File: src/rtl/fetch_sequencer.sv
// PC sequencer and bundle buffer feeding instruction fetch: issues bundle reads,
// tags in-order responses with their PC and flushes stale work on redirects.
module fetch_sequencer #(
  parameter logic [31:0] RESET_PC     = 32'h0000_0000,
  parameter int unsigned BUNDLE_BYTES = 16,
  parameter int unsigned BUF_DEPTH    = 4
) (
  input  logic         clk,
  input  logic         rst,
  output logic         imem_req_valid,
  input  logic         imem_req_ready,
  output logic [31:0]  imem_req_addr,
  input  logic         imem_resp_valid,
  input  logic [127:0] imem_resp_bundle,
  input  logic         redirect_valid,
  input  logic [31:0]  redirect_pc,
  output logic         bundle_valid,
  input  logic         bundle_ready,
  output logic [31:0]  bundle_pc,
  output logic [127:0] bundle_data,
  output logic         busy
);
  localparam int unsigned PW = $clog2(BUF_DEPTH);
  localparam int unsigned CW = PW + 1;
  localparam logic [CW:0] DEPTH_W = (CW + 1)'(BUF_DEPTH);

  typedef enum logic [1:0] {BOOT, RUN, FLUSH} state_e;

  state_e        state_q, state_d;
  logic [31:0]   fetch_pc_q, fetch_pc_d;
  logic [CW-1:0] count_q, count_d;
  logic [CW-1:0] outstanding_q, outstanding_d;
  logic [CW-1:0] drop_cnt_q, drop_cnt_d;
  logic [PW-1:0] buf_head_q, buf_head_d, buf_tail_q, buf_tail_d;
  logic [PW-1:0] tag_head_q, tag_head_d, tag_tail_q, tag_tail_d;

  logic [31:0]   buf_pc_q   [BUF_DEPTH];
  logic [127:0]  buf_data_q [BUF_DEPTH];
  logic [31:0]   tag_pc_q   [BUF_DEPTH];

  logic          redirect_take, req_fire, pop, resp_push, resp_hit;
  logic [CW:0]   in_flight;
  logic [CW-1:0] pending;

  // Redirects are only honoured once the sequencer has left BOOT.
  assign redirect_take  = redirect_valid && (state_q != BOOT);
  assign in_flight      = {1'b0, count_q} + {1'b0, outstanding_q};
  assign imem_req_valid = (state_q == RUN) && (in_flight < DEPTH_W) && !redirect_valid;
  assign imem_req_addr  = fetch_pc_q;
  assign req_fire       = imem_req_valid && imem_req_ready;

  assign bundle_valid   = (count_q != '0);
  assign pop            = bundle_valid && bundle_ready;
  assign bundle_pc      = bundle_valid ? buf_pc_q[buf_head_q]   : '0;
  assign bundle_data    = bundle_valid ? buf_data_q[buf_head_q] : '0;
  assign busy           = (state_q != RUN) || (outstanding_q != '0);

  assign resp_push = (state_q == RUN) && !redirect_take && imem_resp_valid &&
                     (outstanding_q != '0);
  // Outstanding is zero in FLUSH and drop_cnt is zero in RUN, so the sum is
  // the number of responses still owed by memory.
  assign pending   = outstanding_q + drop_cnt_q;
  assign resp_hit  = imem_resp_valid && (pending != '0);

  always_comb begin
    // NOTE: every signal gets a default first so no path leaves it unassigned (no latches).
    state_d       = state_q;
    fetch_pc_d    = fetch_pc_q;
    count_d       = count_q;
    outstanding_d = outstanding_q;
    drop_cnt_d    = drop_cnt_q;
    buf_head_d    = buf_head_q;
    buf_tail_d    = buf_tail_q;
    tag_head_d    = tag_head_q;
    tag_tail_d    = tag_tail_q;

    if (redirect_take) begin
      fetch_pc_d    = redirect_pc;
      count_d       = '0;
      outstanding_d = '0;
      buf_head_d    = '0;
      buf_tail_d    = '0;
      tag_head_d    = '0;
      tag_tail_d    = '0;
      drop_cnt_d    = pending - CW'(resp_hit);
      state_d       = (drop_cnt_d != '0) ? FLUSH : RUN;
    end else begin
      if (req_fire) begin
        fetch_pc_d = fetch_pc_q + 32'(BUNDLE_BYTES);
        tag_tail_d = tag_tail_q + 1'b1;
      end
      if (resp_push) begin
        buf_tail_d = buf_tail_q + 1'b1;
        tag_head_d = tag_head_q + 1'b1;
      end
      if (pop) buf_head_d = buf_head_q + 1'b1;
      count_d       = count_q + CW'(resp_push) - CW'(pop);
      outstanding_d = outstanding_q + CW'(req_fire) - CW'(resp_push);

      unique case (state_q)
        BOOT:  state_d = RUN;
        FLUSH: begin
          if (imem_resp_valid && (drop_cnt_q != '0)) begin
            drop_cnt_d = drop_cnt_q - 1'b1;
            if (drop_cnt_q == CW'(1)) state_d = RUN;
          end
        end
        default: ;
      endcase
    end
  end

  // NOTE: sequential state is updated with non-blocking assignments only.
  always_ff @(posedge clk) begin
    if (rst) begin
      state_q       <= BOOT;
      fetch_pc_q    <= RESET_PC;
      count_q       <= '0;
      outstanding_q <= '0;
      drop_cnt_q    <= '0;
      buf_head_q    <= '0;
      buf_tail_q    <= '0;
      tag_head_q    <= '0;
      tag_tail_q    <= '0;
    end else begin
      state_q       <= state_d;
      fetch_pc_q    <= fetch_pc_d;
      count_q       <= count_d;
      outstanding_q <= outstanding_d;
      drop_cnt_q    <= drop_cnt_d;
      buf_head_q    <= buf_head_d;
      buf_tail_q    <= buf_tail_d;
      tag_head_q    <= tag_head_d;
      tag_tail_q    <= tag_tail_d;
    end
  end

  // NOTE: storage arrays are not reset; the pointers and count decide what is visible.
  always_ff @(posedge clk) begin
    if (req_fire) tag_pc_q[tag_tail_q] <= fetch_pc_q;
    if (resp_push) begin
      buf_pc_q[buf_tail_q]   <= tag_pc_q[tag_head_q];
      buf_data_q[buf_tail_q] <= imem_resp_bundle;
    end
  end

endmodule

File: config.mk
export PLATFORM = sky130hd
export DESIGN_NAME = fetch_sequencer
export DESIGN_NICKNAME = d
export VERILOG_FILES = /design/src/rtl/fetch_sequencer.sv
export SDC_FILE = /design/constraint.sdc
export NUM_CORES = 1
export LEC_CHECK = 0
export ABC_AREA = 1
export ABC_CLOCK_PERIOD_IN_PS = 11900
export CAP_MARGIN = 15
export CORE_UTILIZATION = 45
export CTS_BUF_LIST = sky130_fd_sc_hd__clkbuf_16
export DETAILED_ROUTE_END_ITERATION = 7
export PLACE_DENSITY = 0.66
export SKIP_CTS_REPAIR_TIMING = 1
export SYNTH_ARGS = -nofsm -noshare
export SYNTH_HDL_FRONTEND = slang
export SYNTH_SLANG_ARGS = --single-unit
File: constraint.sdc
create_clock -name clk -period 11.9 [get_ports clk]
set_clock_uncertainty 0.15 [all_clocks]
set_input_delay 2.38 -clock clk [delete_from_list [all_inputs] [get_ports clk]]
set_output_delay 2.38 -clock clk [all_outputs]
set_load 0.005 [all_outputs]
After elaboration in Yosys (flattened, before gate mapping):

Memories as Yosys holds them, arrays and structs flattened. A register that Yosys moved wholly into a read port is not among the register bits.
Cells that the tools add are included.

* RAM bits: 768
* output and inout port bits: 195
* register bits: 51
* input bits: 166
* memories kept: 3
* word-level logic and storage cells: 81

Memory list
* buf_data_q: words 4, width 128, rd ports 1, clocked after memory_dff 1, wr ports 1, line 38 `logic [127:0] buf_data_q [BUF_DEPTH];`
* buf_pc_q: words 4, width 32, rd ports 1, clocked after memory_dff 1, wr ports 1, line 37 `logic [31:0] buf_pc_q [BUF_DEPTH];`
* tag_pc_q: words 4, width 32, rd ports 1, clocked after memory_dff 1, wr ports 1, line 39 `logic [31:0] tag_pc_q [BUF_DEPTH];`

* equal/unequal tests: 6
* reduce and logical (&&, ||, !) cells: 27
* $add $sub $neg: 13
* magnitude comparators: 1
* mux-type cells: 22

Operators by type and width (number)
* 128-bit two-way mux: 1
* 32-bit two-way mux: 3
* 32-bit by 5-bit adder with 32-bit output, second input constant: 1
* 2-bit two-way mux: 10
* 3-bit nonzero test: 6
* 1-bit logical AND: 10
* 3-bit two-way mux: 3
* 3-bit by 1-bit subtractor with 3-bit output: 3
* 2-bit by 1-bit adder with 2-bit output, second input constant: 4
* 2-bit nonzero test: 4
* 3-bit by 1-bit adder with 3-bit output: 2
* 3-bit != test, second input constant: 2
* 3-bit by 3-bit adder with 4-bit output: 1
* 4-bit by 3-bit < comparator with 1-bit output, second input constant: 1
* 1-bit two-way mux: 4
* 2-bit one-hot mux with 2 select lines: 1
* 3-bit adder: 1
* 3-bit by 1-bit == test with 1-bit output, second input constant: 1
* 3-bit AND reduction: 1
* 3-bit by 1-bit subtractor with 3-bit output, second input constant: 1
* 2-bit by 1-bit == test with 1-bit output, second input constant: 1
* 2-bit == test, second input constant: 1
* 1-bit logical NOT: 2
* 2-bit logical NOT: 1
* 4 further kinds: 4

Longest topological paths before layout:

* word-level depth: 8
* mapped depth: 15
* gate-level depth less buffers: 15

Worst setup path after synthesis:

No wires, ideal clock.

* kind: in2reg
* start: input port redirect_valid
* end: memory buf_data_q[0][0], enable pin
* stages: 4
* setup slack: 1.671 ns
* required time: 11.068 ns
* library setup time: 0.682 ns
* data arrival time: 9.397 ns
* cells stage by stage: inv_2 nand4_1 buf_2 nor2_1

* longest elaborated chain between the ends: 7

Ends and longest elaborated chain
* from (decl): line 15 `input logic redirect_valid,`
* 1-bit logical AND: line 46 `assign redirect_take = redirect_valid && (state_q != BOOT);`
* 1-bit logical NOT: line 58 `assign resp_push = (state_q == RUN) && !redirect_take && imem_resp_valid &&`
* 1-bit logical AND (3 in series): line 58
* 1-bit two-way mux: line 141 `if (resp_push) begin`
* 1-bit two-way mux (not written as such): line 143 `buf_data_q[buf_tail_q] <= imem_resp_bundle;`
* to (decl): line 38

Every way passes these cells.

==> results.tsv <==
metric	value	unit
yosys.cell_count.top_type	nor2_1	
placement.cell_area	37200	sq um
place.detailed.hpwl	45.8	mm
cts_root_buffer	clkbuf_16	
placement.io_buffers	360	
critPathRequiredTime	9.37	ns
tritoncts.num_buffers	86	
ys_seq_elements	823	
cts.sink_count	823	
syn_inst	2760	
min_from	tag_head_q[1]$_SDFFE_PP0P_	
cp_max_fo	86	
period_utilization	59.1	%
p_int	5.63	mW
power.share.clock	33.2	%
gr-usage-all-layers	21.5	%
syn_avg_cell_area	11.9	sq um
areaGrowthSynthToFinish	21.9	%
whs_endpoint	tag_head_q[1]$_SDFFE_PP0P_	
fp.dieArea	74100	sq um
outcome	complete, no violations	
synth_enable_flop_cells	768	
power_switching_share	28.4	%
ir_worst_vdd	0.000238	V
clkTransAtPathRegs	0.05	ns
antenna_found_initial	12	
count_of_endpoints_failing_hold_in_the_final_timing_report	0	
sw_power	2.23	mW
grt-ovfl-total	0	
global_route_wire_length_before_repair	123	mm
wirelength	81.1	mm
worstSetupPathType	register to primary output	
grt_start_max_net_pins	200	
asyncSetResetFlopFracSynth	0	%
synthesis.yosys.warnings	0	
ys_seq_area_share	73.6	%
reg2reg_to	buf_pc_q[1][12]$_DFFE_PP_	
power_density	196	nW/um^2
hp-class	register to register	
timing.hold.worst_path_depth	1	
drt_iter0_markers	1567	
wirelength_met1	33.0	mm
slew-limit-headroom	22.7	%
final_cell_area_excluding_filler_cells	40000	sq um
die-width	272	um
power_frac_seq	42.5	%
route.detailed.drc	0	
slew_violations	0	
worst_hold_slack	0.312	ns
synth_top_flop_cell	edfxtp_1	
reg2regPathDepth	6	
per_cell_via_count_in_the_routed_design	5.36	
r2r_setup_slack	7.85	ns
final_weighted_congestion_in_routability_driven_placement	0.838	
share_comb_of_total_power	24.2	%
grt_pass1_vias	21900	
worst_ep_arrival_time	4.50	ns
initial_utilization	45.7	%
worst_setup_path_start_kind	register	
core_area	71900	sq um
top_layer	met5	
via_count	22000	
period_minus_slack	7.03	ns
yosys_top_cell_by_area	edfxtp_1	
synth_top_area_share	70.2	%
routed-wl-met3	6.09	mm
drt-pass1-iter-count	5	
regToRegStartpoint	outstanding_q[1]$_SDFF_PP0_	
filler_cell_count	5848	
num_io_pins	361	
cts-root-to-sink-buffers	3	
die_y	272	um
synth_area	32800	sq um
worstMarginPinSlew	1.16	ns
route.antenna.remaining_nets	0	
core.rowCount	98	
cell_types_with_the_highest_counts_after_synthesis	813 x nor2_1, 768 x edfxtp_1, 410 x o21ai_0, 191 x a21oi_1, 142 x nand2_1	
fmax	142	MHz
cts_tree	built	
max_cap_viol_count	0	
cts_max_level	3	
wire_per_inst	19.8	um
grt_setup_unrepaired	false	
worstSkewPairLatency	0.63	ns
fin_total_pwr	7.86	mW
sum_of_negative_setup_slack	0	ns
post_synth_main_area_contributors	edfxtp_1 70%, nor2_1 9.3%, o21ai_0 6.2%, dfxtp_1 3.4%, a21oi_1 2.9%	
reported_leakage_power	13.5	nW
finalNetCount	3266	
met2_length	39.8	mm
synthesis.nets	2950	
timing.final.setup_violations	0	
synth.lib_cells_used.distinct	38	
setup.worst_path.end_class	primary output	
post_route_cells_drive_above_1_share	5.40	%
cell usage in the layout (no fill, tap or decap), drive strengths merged:
cell type and n:
nor3b 3, a211oi 3, o211ai 1, o21ai 411, bufinv 9, nor3 10
o21a 1, or2 2, a31oi 3, nand4 6, clkinvlp 2, xnor2 2
dfxtp 55, buf 27, o21bai 1, clkinv 33, clkbuf 88, ha 21
diode 5, nor2 816, nand2 144, fa 3, xor2 9, o311ai 1
a21oi 192, nand3 40, edfxtp 768, o22ai 32, inv 102, nand3b 1
clkdlybuf4s50 360
logic make-up (layout without fill, tap and decap cells):
logic type | Yosys count | in the layout | share of synthesized area, %
adder cells (fa/ha/maj) | 24 | 24 | 0.983
XOR/XNOR | 11 | 11 | 0.293
other | 0 | 5 | 0
AND/OR/NAND/NOR | 1022 | 1022 | 12.1
flip-flops | 823 | 823 | 73.6
buffers and inverters | 235 | 621 | 2.99
AO/OA/AOI/OAI | 645 | 645 | 10.1
layout make-up:
cell class | count | area (sq um) | area share (%)
inverter | 76 | 298 | 0.744
multi-input combinational | 1702 | 7750 | 19.4
tap | 950 | 1190 | 2.97
antenna | 5 | 12.5 | 0.0312
timing repair buffer | 387 | 3820 | 9.54
clock buffer | 88 | 2200 | 5.50
sequential | 823 | 24200 | 60.4
clock inverter | 70 | 598 | 1.49
power by group through the flow:
| stage | sequential [mW] | clock (mW) | combinational [mW] |
|---|---|---|---|
| 5_1_grt | 3.35 | 2.77 | 2.08 |
| 4_1_cts | 3.34 | 2.66 | 1.93 |
| 3_3_place_gp | 3.40 | 0 | 1.89 |
| 6_report | 3.34 | 2.61 | 1.91 |
| 3_5_place_dp | 3.40 | 0 | 1.92 |
| 2_1_floorplan | 3.36 | 0 | 0.846 |
how the worst max path moves through the flow:
| stage | from | end | slack (ns) | cells past startpoint |
|---|---|---|---|---|
| after floorplan | redirect_valid | buf_data_q[0][0]$_DFFE_PP_ | 1.67 | 4 |
| after global placement | imem_resp_valid | buf_data_q[1][50]$_DFFE_PP_ | 5.52 | 5 |
| after detailed placement | imem_resp_valid | buf_data_q[1][36]$_DFFE_PP_ | 5.44 | 5 |
| after CTS | register | bundle_data[49] | 4.84 | 7 |
| after global routing | register | bundle_data[39] | 4.63 | 7 |
| final | register | bundle_data[49] | 4.87 | 7 |
per-layer routing:
metal,global-route usage [%],vias to the layer above
met4,8.03,16
li1,-,10300
met5,0,-
met2,36.4,727
met1,26.8,10700
met3,5.31,132
critical path: stages, from the launching register on:
cell and delay, ns:
dfxtp_4 0.85, buf_4 0.84, buf_4 0.81, nor2_1 0.12, nor2_1 0.13, o21ai_0 0.13, a21oi_1 0.23, clkdlybuf4s50_1 0.63
flip-flops by register name (all words and copies together) (netlist names), named ones only:
register / cells
buf_pc_q: 128
buf_tail_q: 2
buf_data_q: 512
tag_pc_q: 128
tag_head_q: 2
state_q: 2
tag_tail_q: 2
drop_cnt_q: 3
outstanding_q: 3
buf_head_q: 2
count_q: 3
imem_req_addr: 32
through the flow:
stage	std cells	util [%]	setup slack, ns
2_1_floorplan	2760	-	1.67
3_5_place_dp	3938	51.8	5.44
4_1_cts	4096	55.7	4.84
5_1_grt	4100	55.7	4.63
3_3_place_gp	3938	51.8	5.52
6_report	4101	55.7	4.87
No activity file was read; power rests on OpenSTA's default activity.
